`src/rtl/key_event_queue_if.sv`:
```
`default_nettype none
// ============================================================================
// Module   : key_event_queue_if
// Purpose  : Event-queue handshake bundle between key_event_queue and consumer.
// Revision : 1.0 - initial release
// ============================================================================
interface key_event_queue_if;
  logic       Ev_Valid;
  logic       Ev_Ready;
  logic [5:0] Ev_Code;
  logic       Ev_Release;
  logic [4:0] Ev_Count;
  logic       Overflow;
  logic       Ovf_Clear;

  modport master (
    output Ev_Valid,
    output Ev_Code,
    output Ev_Release,
    output Ev_Count,
    output Overflow,
    input  Ev_Ready,
    input  Ovf_Clear
  );

  modport slave (
    input  Ev_Valid,
    input  Ev_Code,
    input  Ev_Release,
    input  Ev_Count,
    input  Overflow,
    output Ev_Ready,
    output Ovf_Clear
  );
endinterface
`default_nettype wire

```
`src/rtl/key_event_queue.sv`:
```
`default_nettype none
// ============================================================================
// Module   : key_event_queue
// Purpose  : Debounces keypad codes and queues press/release events in a FIFO.
// Revision : 1.0 - initial release
// ============================================================================
module key_event_queue #(
  parameter int DEBOUNCE_CYCLES = 16,
  parameter int FIFO_DEPTH      = 4
) (
  input wire               Clock,
  input wire               Reset,
  input wire  [5:0]        Keyb_Value,
  key_event_queue_if.master ev
);

  localparam int         C_PTR_W   = (FIFO_DEPTH > 1) ? $clog2(FIFO_DEPTH) : 1;
  localparam logic [7:0] C_CNT_MAX = 8'(DEBOUNCE_CYCLES - 1);
  localparam logic [4:0] C_DEPTH   = 5'(FIFO_DEPTH);

  typedef enum logic [1:0] {
    ST_IDLE = 2'd0,
    ST_HELD = 2'd1,
    ST_SWAP = 2'd2
  } state_t;

  state_t r_state;
  state_t w_state_nxt;

  logic [5:0] r_sample;
  logic [5:0] r_candidate;
  logic [7:0] r_stable_cnt;
  logic [5:0] r_accepted;
  logic [5:0] w_accepted_nxt;

  logic       w_accept;
  logic       w_push;
  logic       w_push_rel;
  logic [5:0] w_push_code;

  logic [6:0]         r_mem [FIFO_DEPTH];
  logic [C_PTR_W-1:0] r_wr_ptr;
  logic [C_PTR_W-1:0] r_rd_ptr;
  logic [4:0]         r_count;
  logic               r_overflow;
  logic               w_valid;
  logic               w_full;
  logic               w_pop;
  logic               w_wr;
  logic               w_drop;
  logic [6:0]         w_head;

  // --------------------------------------------------------------------------
  // Input sample and debounce counter
  // --------------------------------------------------------------------------
  always_ff @(posedge Clock or posedge Reset) begin
    if (Reset) begin
      r_sample     <= 6'd0;
      r_candidate  <= 6'd0;
      r_stable_cnt <= 8'd0;
    end else begin
      r_sample <= Keyb_Value;
      if (r_sample != r_candidate) begin
        r_candidate  <= r_sample;
        r_stable_cnt <= 8'd0;
      end else if (r_stable_cnt != C_CNT_MAX) begin
        r_stable_cnt <= r_stable_cnt + 8'd1;
      end
    end
  end

  // Acceptance is held off in SWAP so the pending press is never lost.
  assign w_accept = (r_stable_cnt == C_CNT_MAX) &&
                    (r_sample == r_candidate)   &&
                    (r_candidate != r_accepted) &&
                    (r_state != ST_SWAP);

  // --------------------------------------------------------------------------
  // Key-state FSM
  // --------------------------------------------------------------------------
  always_ff @(posedge Clock or posedge Reset) begin
    if (Reset) begin
      r_state    <= ST_IDLE;
      r_accepted <= 6'd0;
    end else begin
      r_state    <= w_state_nxt;
      r_accepted <= w_accepted_nxt;
    end
  end

  always_comb begin
    w_state_nxt    = r_state;
    w_accepted_nxt = r_accepted;
    w_push         = 1'b0;
    w_push_rel     = 1'b0;
    w_push_code    = 6'd0;
    case (r_state)
      ST_IDLE: begin
        if (w_accept) begin
          w_push         = 1'b1;
          w_push_code    = r_candidate;
          w_accepted_nxt = r_candidate;
          w_state_nxt    = ST_HELD;
        end
      end
      ST_HELD: begin
        if (w_accept) begin
          w_push         = 1'b1;
          w_push_rel     = 1'b1;
          w_push_code    = r_accepted;
          w_accepted_nxt = r_candidate;
          w_state_nxt    = (r_candidate == 6'd0) ? ST_IDLE : ST_SWAP;
        end
      end
      ST_SWAP: begin
        // Accepted already holds the new key; emit its press now.
        w_push      = 1'b1;
        w_push_code = r_accepted;
        w_state_nxt = ST_HELD;
      end
      default: begin
        w_state_nxt = ST_IDLE;
      end
    endcase
  end

  // --------------------------------------------------------------------------
  // Show-ahead event FIFO
  // --------------------------------------------------------------------------
  assign w_valid = (r_count != 5'd0);
  assign w_full  = (r_count == C_DEPTH);
  assign w_pop   = w_valid && ev.Ev_Ready;
  assign w_wr    = w_push && (!w_full || w_pop);
  assign w_drop  = w_push && w_full && !w_pop;

  always_ff @(posedge Clock) begin
    if (w_wr) begin
      r_mem[r_wr_ptr] <= {w_push_rel, w_push_code};
    end
  end

  always_ff @(posedge Clock or posedge Reset) begin
    if (Reset) begin
      r_wr_ptr <= '0;
      r_rd_ptr <= '0;
      r_count  <= 5'd0;
    end else begin
      if (w_wr) begin
        r_wr_ptr <= r_wr_ptr + C_PTR_W'(1);
      end
      if (w_pop) begin
        r_rd_ptr <= r_rd_ptr + C_PTR_W'(1);
      end
      case ({w_wr, w_pop})
        2'b10:   r_count <= r_count + 5'd1;
        2'b01:   r_count <= r_count - 5'd1;
        default: r_count <= r_count;
      endcase
    end
  end

  // A drop wins over a coincident clear.
  always_ff @(posedge Clock or posedge Reset) begin
    if (Reset) begin
      r_overflow <= 1'b0;
    end else if (w_drop) begin
      r_overflow <= 1'b1;
    end else if (ev.Ovf_Clear) begin
      r_overflow <= 1'b0;
    end
  end

  assign w_head        = r_mem[r_rd_ptr];
  assign ev.Ev_Valid   = w_valid;
  assign ev.Ev_Code    = w_valid ? w_head[5:0] : 6'd0;
  assign ev.Ev_Release = w_valid & w_head[6];
  assign ev.Ev_Count   = r_count;
  assign ev.Overflow   = r_overflow;

endmodule
`default_nettype wire

```
`src/flat_wrapper.sv`:
```
// flat-port wrapper written by rule: the top's interface ports become plain ports
module key_event_queue_flat 
#(
  parameter int DEBOUNCE_CYCLES = 16,
  parameter int FIFO_DEPTH      = 4
)
  (Clock, Reset, Keyb_Value, ev_Ev_Valid, ev_Ev_Code, ev_Ev_Release, ev_Ev_Count, ev_Overflow, ev_Ev_Ready, ev_Ovf_Clear);
  key_event_queue_if ev_i ();
  input wire Clock;
  input wire Reset;
  input wire  [5:0] Keyb_Value;
  output wire logic [$bits(ev_i.Ev_Valid)-1:0] ev_Ev_Valid;
  output wire logic [$bits(ev_i.Ev_Code)-1:0] ev_Ev_Code;
  output wire logic [$bits(ev_i.Ev_Release)-1:0] ev_Ev_Release;
  output wire logic [$bits(ev_i.Ev_Count)-1:0] ev_Ev_Count;
  output wire logic [$bits(ev_i.Overflow)-1:0] ev_Overflow;
  input wire logic [$bits(ev_i.Ev_Ready)-1:0] ev_Ev_Ready;
  input wire logic [$bits(ev_i.Ovf_Clear)-1:0] ev_Ovf_Clear;
  assign ev_Ev_Valid = ev_i.Ev_Valid;
  assign ev_Ev_Code = ev_i.Ev_Code;
  assign ev_Ev_Release = ev_i.Ev_Release;
  assign ev_Ev_Count = ev_i.Ev_Count;
  assign ev_Overflow = ev_i.Overflow;
  assign ev_i.Ev_Ready = ev_Ev_Ready;
  assign ev_i.Ovf_Clear = ev_Ovf_Clear;
  key_event_queue #(.DEBOUNCE_CYCLES(DEBOUNCE_CYCLES), .FIFO_DEPTH(FIFO_DEPTH)) u_core (.Clock(Clock), .Reset(Reset), .Keyb_Value(Keyb_Value), .ev(ev_i));
endmodule
```
`config.mk`:
```
export PLATFORM = sky130hd
export DESIGN_NAME = key_event_queue_flat
export DESIGN_NICKNAME = d
export VERILOG_FILES = /design/src/rtl/key_event_queue_if.sv /design/src/rtl/key_event_queue.sv /design/src/flat_wrapper.sv
export SDC_FILE = /design/constraint.sdc
export NUM_CORES = 1
export LEC_CHECK = 0
export CAP_MARGIN = 10
export CORE_MARGIN = 1
export CORE_UTILIZATION = 30
export CTS_CLUSTER_SIZE = 10
export DETAILED_ROUTE_END_ITERATION = 10
export SKIP_CTS_REPAIR_TIMING = 1
export SLEW_MARGIN = 30
export SYNTH_ARGS = -nofsm -noshare
export SYNTH_HDL_FRONTEND = slang
export SYNTH_SLANG_ARGS = --single-unit
```
`constraint.sdc`:
```
create_clock -name Clock -period 2.4 [get_ports Clock]
set_input_delay 0.36 -clock Clock [delete_from_list [all_inputs] [get_ports Clock]]
set_output_delay 0.36 -clock Clock [all_outputs]
set_load 0.03 [all_outputs]
```
Word-level counts from Yosys, hierarchy flattened:

Memories as Yosys holds them, arrays and structs flattened.
Index checks and enable logic that the tools add are counted.

* mux-type cells: 18
* add/sub/neg operators: 5
* bitwise operators: 1
* reduce and logical (&&, ||, !) cells: 19
* eq/ne operators: 13

Operator list (number)
* $mux 6: 3
* $pmux 6 s3: 1
* $mux 8: 2
* $ne 6x6->1: 2
* $pmux 5 s2: 1
* $add 8x1->8 const B: 1
* $eq 8x4->1 const B: 1
* $ne 8x4->1 const B: 1
* $logic_and 1x1->1: 7
* $eq 6x6->1: 1
* $logic_not 6->1: 1
* $mux 1: 6
* $mux 2: 3
* $pmux 2 s3: 1
* $reduce_bool 2->1: 3
* $add 5x1->5 const B: 1
* $eq 5x3->1 const B: 1
* $reduce_bool 5->1: 1
* $sub 5x1->5 const B: 1
* $add 2x1->2 const B: 2
* $eq 2x1->1 const B: 2
* $eq 2x2->1 const B: 2
* $ne 2x1->1 const B: 2
* $reduce_and 2->1: 2
* other kinds (7): 8

* memory bits (writable): 28
* memories: 1
* register bits: 38
* input bits: 10

Memory list
* u_core.r_mem: depth 4, bits a word 7, read ports 1, clocked after memory_dff 0, wr ports 1, RTL line key_event_queue.sv:41 `logic [6:0] r_mem [FIFO_DEPTH];`

Longest topological paths before layout:

* depth in word-level cells: 9
* depth in mapped cells: 12

Worst setup path after synthesis:

Ideal clock, no wire load.

* kind: register -> register
* from: register u_core.r_count[4], in the netlist u_core.ev.Ev_Count[4]
* to: register u_core.r_count[3], in the netlist u_core.ev.Ev_Count[3]
* path slack: -0.196 ns
* data required time: 2.319 ns
* cell stages (with the launch flop): 12
* arrival time: 2.516 ns
* buffers on the path: 1
* period minus slack after synthesis: 2.596 ns
* cell sequence: dfrtp_1 > or4_1 > o21a_1 > o21ai_0 > or2_2 > buf_6 > inv_1 > ha_1 > a21o_1 > nand2b_1 > o22ai_1 > xor2_1

* word-level cells in the longest chain between the ends: 6
* elaborated cells between the ends (all ways): 10

Ends and longest elaborated chain
* start: declaration: RTL line key_event_queue.sv:44 `logic [4:0] r_count;`
* start signal: assignment: RTL line key_event_queue.sv:155 `2'b10: r_count <= r_count + 5'd1;`
* start signal: assignment: RTL line key_event_queue.sv:156 `2'b01: r_count <= r_count - 5'd1;`
* start signal: assignment: RTL line key_event_queue.sv:157 `default: r_count <= r_count;`
* $eq 5x3->1 / $reduce_bool 5->1 (equally long branches): RTL line key_event_queue.sv:131, key_event_queue.sv:130
* $logic_not 1->1 / $logic_and 1x1->1 (equally long branches): RTL line key_event_queue.sv:133, key_event_queue.sv:132
* $logic_or 1x1->1: RTL line key_event_queue.sv:133 `assign w_wr = w_push && (!w_full || w_pop);`
* $logic_and 1x1->1: RTL line key_event_queue.sv:133
* $eq 2x1->1 / $eq 2x2->1 (equally long branches): RTL line key_event_queue.sv:154 `case ({w_wr, w_pop})`
* $pmux 5 s2 / $reduce_bool 2->1 (equally long branches)

Parallel ways exist; a longest one is shown, timed or not.
A chain may end at the register's enable or synchronous reset.

Final worst setup path:

* from: register u_core.r_stable_cnt[4]
* to: register u_core.r_count[3], in the netlist u_core.ev.Ev_Count[3]

* word-level cells in the longest chain between the ends: 9
* elaborated cells between the ends (all ways): 11

Ends and longest elaborated chain
* start: declaration: RTL line key_event_queue.sv:32 `logic [7:0] r_stable_cnt;`
* start signal: assignment: RTL line key_event_queue.sv:67 `r_stable_cnt <= r_stable_cnt + 8'd1;`
* $eq 8x4->1 (*): RTL line key_event_queue.sv:73 `assign w_accept = (r_stable_cnt == C_CNT_MAX) &&`
* $logic_and 1x1->1 (*): RTL line key_event_queue.sv:73
* $logic_and 1x1->1 (*): RTL line key_event_queue.sv:74 `(r_sample == r_candidate) &&`
* $logic_and 1x1->1 (*): RTL line key_event_queue.sv:75 `(r_candidate != r_accepted) &&`
* $mux 1 (*): RTL line key_event_queue.sv:99, key_event_queue.sv:107
* $pmux 1 s2 (*): RTL line key_event_queue.sv:97 `case (r_state)`
* $logic_and 1x1->1 (*): RTL line key_event_queue.sv:133
* $eq 2x1->1 / $eq 2x2->1 (equally long branches): RTL line key_event_queue.sv:154
* $pmux 5 s2 / $reduce_bool 2->1 (equally long branches)

Mark *: on every way between the ends. The rest lies on a longest branch, timed or not.

==> qor.yml <==
status:
  run_status: "completed"
worst_setup_path:
  startpoint_type: "flop"
  timing.critical_path.to_type: "flop"
  critical_path_arrival_ps: 2610
  timing.critical_path.fanout_max: 4
  rr_worst_depth: 10
  critical_path_type: "flop to flop"
  critPathRequiredTime_ps: 2660
routing:
  initialDrtViolationCount: 103
  drc: 0
  drt_first_pass_iters: 4
  vias_per_cell: 4.44
  routed_wire_length_per_instance_um: 12.5
  via_count_of_the_routed_design: 1854
  ant_nets: 0
  drt_wl_total_um: 5220
floorplanning:
  dieArea_sq_um: 10300
  die-width_um: 102
  initial_utilization: 0.316
  dieHeight_um: 102
  core_outline_area_sq_um: 9420
  num_rows: 35
  floorplan.io_pins: 24
global_routing:
  grt_use_total: 0.112
  pin_count_of_the_biggest_net_entering_global_routing: 39
  antenna_violations_before_repair: 0
  first_global_vias: 1833
  globalRoute.totalOverflow: 0
  grt_first_pass_wirelength_um: 8670
power_and_ir_drop:
  total_power_w: 0.00314
  p_leak_nw: 1.76
  vdd.ir_drop.worst_mv: 0.383
  power_density_nw_per_um2: 806
synthesis:
  ys_ff_latch: 66
  synth_ff_type: "dfrtp_1"
  syn-mean-instance-area_sq_um: 12.9
  synth.cell_area_sq_um: 2980
  seq_area_frac_synth: 0.602
  synth.lib_cells_used.distinct: 46
  number_of_synthesized_flops_with_an_enable_pin: 28
  ys_warn_count: 0
  synth_fp_nets: 247
  post_synth_inst_count: 230
  ys_async_sr_fraction: 0.576
cts:
  cts_buffers: 9
  cts.sinks: 66
  cts_root_buf: "clkbuf_8"
  clock_path_buffers: 2
  tritoncts: "done"
  cts.clk_slew.worst_paths_ps: 70
  clock_latency_of_the_later_clocked_register_in_the_worst_skew_pair_ps: 340
  cts.htree.levels: 3
sta:
  whs_ps: 391
  setup-violations-final: 0
  fin_ws_ps: 51.3
  setup_clock_skew_after_layout_ps: 11.8
  fmax_mhz: 426
  finalMaxSlewViolations: 0
  final.setup.tns_ps: 0
  timing.final.crit_period_ps: 2350
  slew-limit-headroom: 0.684
  timing.final.hold_violations: 0
  final.period_utilization: 0.979
  rsz_0062_raised_after_global_routing: "yes"
  worstMarginPinSlew_ps: 475
final_layout:
  area_grow_syn2layout_pct: 30.9
  n_antenna_cell: 0
  design.final.nets: 301
  layout.cells.most_common: "dfrtp_1"
  layout.cells.non_filler: 418
  layout.cells.most_common_list: "dfrtp_1, buf_4, edfxtp_1"
  drive_above_1_share: 0.277
  fill_cells: 905
placement:
  portBuffers: 23
  dp.cells: 400
  hpwl_after_detailed_placement_um: 3700
  routabilityCongestion: 0.770
  preCtsSetupSlack_ps: 34.1
worst_hold_path:
  holdPathStages: 0
  hp-class: "flop to flop"
flow_run:
  maxCapViolations: 0
-- final timing paths --
kind                                                     from                                end  slack, ps
setup reg to reg           u_core.r_stable_cnt[4]$_DFFE_PP0P_  u_core.ev.Ev_Count[3]$_DFFE_PP0P_         50
hold reg to reg                  u_core.r_sample[4]$_DFF_PP0_  u_core.r_candidate[4]$_DFFE_PP0N_        390
hold / removal                   u_core.r_sample[4]$_DFF_PP0_  u_core.r_candidate[4]$_DFFE_PP0N_        390
min in group asynchronous                               Reset  u_core.ev.Ev_Count[2]$_DFFE_PP0P_        440
setup / recovery           u_core.r_stable_cnt[4]$_DFFE_PP0P_  u_core.ev.Ev_Count[3]$_DFFE_PP0P_         50
max in group asynchronous                               Reset  u_core.r_candidate[1]$_DFFE_PP0N_       1600
-- cells in the mapped netlist (3+ instances only) --
cell	instances	area share
mux4_2	7	0.053
mux2i_1	3	0.010
edfxtp_1	28	0.28
mux2_2	4	0.015
a22oi_1	4	0.010
or4_1	3	0.0076
nor2b_1	7	0.015
xnor2_1	12	0.035
nand2_1	13	0.016
a21oi_1	3	0.0050
nor2_1	14	0.018
nand3_1	5	0.0084
inv_1	12	0.015
xor2_1	12	0.035
clkbuf_1	10	0.013
nor3_1	4	0.0067
ha_1	6	0.025
o21ai_0	11	0.018
dfrtp_1	38	0.32
and2_1	6	0.013
-- report_power, final --
part | internal (W) | total [W] | switching [W]
Clock | 0.000689 | 0.00110 | 0.000406
Combinational | 0.000358 | 0.000704 | 0.000347
Sequential | 0.00125 | 0.00134 | 0.0000946
Total | 0.00229 | 0.00314 | 0.000847
-- final cells by class --
type / count / area (sq um) / area share
clock buffer: 11 / 131 / 0.0337
tap: 129 / 161 / 0.0414
timing repair buffer: 56 / 523 / 0.134
clock inverter: 5 / 103 / 0.0263
sequential: 66 / 1800 / 0.461
multi-input combinational: 139 / 1140 / 0.292
inverter: 12 / 45.0 / 0.0116
-- sequential cells by signal, summed over array words and instances (netlist names) --
register / cells
u_core.r_mem: 28
u_core.r_wr_ptr: 2
u_core.ev.Overflow: 1
u_core.r_state: 2
u_core.r_sample: 6
u_core.r_accepted: 6
u_core.r_stable_cnt: 8
u_core.ev.Ev_Count: 5
u_core.r_candidate: 6
u_core.r_rd_ptr: 2
-- through the flow --
step	instance area (sq um)	utilization
floorplan	3000	-
global placement	3590	0.381
detailed placement	3590	0.381
CTS	3820	0.406
global route	3900	0.414
finish	3900	0.414
-- metal layers --
| layer | GRT usage | vias up | wire (um) | share of wire |
|---|---|---|---|---|
| met2 | 0.178 | 26 | 2550 | 0.49 |
| li1 | - | 913 | - | - |
| met3 | 0.0352 | 8 | 144 | 0.028 |
| met4 | 0.0468 | 0 | 55 | 0.011 |
| met5 | 0 | - | 0 | 0 |
| met1 | 0.140 | 907 | 2470 | 0.47 |
-- worst max-delay path, stage by stage (launching register included) --
cell	delay, ps
dfrtp_1	380
or4_4	530
nor4_2	150
o2111a_2	240
or2_4	150
inv_2	40
ha_4	200
a21o_1	150
nand2b_1	150
o22ai_2	110
xor2_1	180
-- logic make-up after synthesis --
group / share of synthesized area
flops: 0.602
xor+xnor: 0.0706
fa+ha+maj: 0.0319
mux: 0.0782
compound gates: 0.0694
buf+inv: 0.0357
simple gates: 0.112
(Power assumes the default switching activity.)
==> edit (same settings) <==
`FIFO_DEPTH` is set to 4 in 2 places; all go to 16.
--- a/src/rtl/key_event_queue.sv
+++ b/src/rtl/key_event_queue.sv
@@ -8,3 +8,3 @@
   parameter int DEBOUNCE_CYCLES = 16,
-  parameter int FIFO_DEPTH      = 4
+  parameter int FIFO_DEPTH      = 16
 ) (
--- a/src/flat_wrapper.sv
+++ b/src/flat_wrapper.sv
@@ -4,3 +4,3 @@
   parameter int DEBOUNCE_CYCLES = 16,
-  parameter int FIFO_DEPTH      = 4
+  parameter int FIFO_DEPTH      = 16
 )
Function: same outputs for any inputs over 10 cycles, from zero or initial values and one cycle with Reset high; that may be too few to reach the edited logic, so the function may still have changed.
==> edit against the original RTL <==
The run now ends with negative setup slack left. Final area increased by 120%. Highest routed layer unchanged. Wire length rose to 2.7 times the old value. Synthesized area rose by 120%. Cell count grew 83%. Global-route usage is 1.8 points higher. Sequential cell count up 88. Setup slack worse by 0.45 ns. Total power rose by 120%.
==> edit: results <==
{
  "ir_drop_v": 0.000524,
  "status": "complete, but fails checks",
  "dp_slack_ns": -0.391,
  "cellLeakagePower_nw": 3.38,
  "drive_above_1_share": 0.431,
  "numCtsBuffers": 17,
  "vias_per_cell": 4.71,
  "synthDistinctLibCells": 50,
  "critPathMaxStageDelay_ns": 0.55,
  "dr_wl_met3_um": 442,
  "drt_iter0_drc": 188,
  "gp_congestion": 0.778,
  "synthXorXnorAreaFrac": 0.0363,
  "cts_max_level": 4,
  "worst_slew_pin_slew_ns": 0.828,
  "synth_compound_area_frac": 0.0321,
  "crit_family": "multiplexers",
  "violations": "negative setup slack",
  "wl_met1_um": 6000,
  "grt_max_degree": 32,
  "clock_latency_ns": 0.43,
  "fin_ws_ns": -0.401,
  "synth_cells": 380,
  "syn_nets": 398,
  "met1_usage": 0.157,
  "synth_edf_count": 112,
  "synth_area_leaders": "edfxtp_1, dfrtp_1, mux4_2",
  "slowest_stage": "mux4_2",
  "power_density_nw_per_um2": 807,
  "fin_nets": 497,
  "netlist_top_cells_count": "edfxtp_1, dfrtp_1, mux4_2",
  "crit_fanout": 7,
  "synth.area.mux_share": 0.136,
  "clock_skew_ns": 0.0125,
  "async_flop_share": 0.273,
  "first_pass_iters": 4,
  "place_inst": 724,
  "gr-usage-met2": 0.223,
  "placed_cell_area_um2": 7600,
  "yosys.area_share.adder": 0.0165,
  "finalSetupViolations": 36,
  "seq_power_share": 0.442,
  "grt_util_met3": 0.0376,
  "synth_flop_cell": "edfxtp_1",
  "yosysSeqAreaShare": 0.677,
  "ctsRootBufferMaster": "clkbuf_16",
  "reg_top3": "u_core.r_mem (112), u_core.r_stable_cnt (8)",
  "wl_per_cell_um": 18.4,
  "grt_pass1_vias": 3874,
  "p_int_mw": 5.08,
  "hp-class": "in2async",
  "dpl.hpwl_um": 9380,
  "p_clk_mw": 2.57,
  "route.met2.wl_um": 7470,
  "regArea_um2": 4420,
  "fillers": 1900,
  "setup-tns-final_ns": -3.01,
  "grt_pass1_wl_um": 21100
}
## edit: path summary, 6_finish.rpt
| check | end | cells after the start | start | slack (ns) |
|---|---|---|---|---|
| setup reg to reg | u_core.r_mem[8][0] | 7 | u_core.r_stable_cnt[7] | -0.03 |
| max in group asynchronous | u_core.ev.Ev_Count[2] | 3 | Reset | 1.58 |
| min in group Clock | u_core.r_sample[0] | 1 | Keyb_Value[0] | 0.37 |
| hold reg to reg | u_core.r_candidate[5] | 0 | u_core.r_sample[5] | 0.39 |
| hold / removal | u_core.r_stable_cnt[4] | 2 | Reset | 0.25 |
| setup / recovery | ev_Ev_Code[5] | 5 | u_core.r_rd_ptr[0] | -0.40 |
## edit: area by class of cell
| class | count | area share |
|---|---|---|
| inverter | 12 | 0.00524 |
| timing repair buffer | 103 | 0.121 |
| sequential | 154 | 0.514 |
| clock buffer | 18 | 0.0499 |
| tap | 275 | 0.0400 |
| clock inverter | 14 | 0.0160 |
| multi-input combinational | 191 | 0.254 |
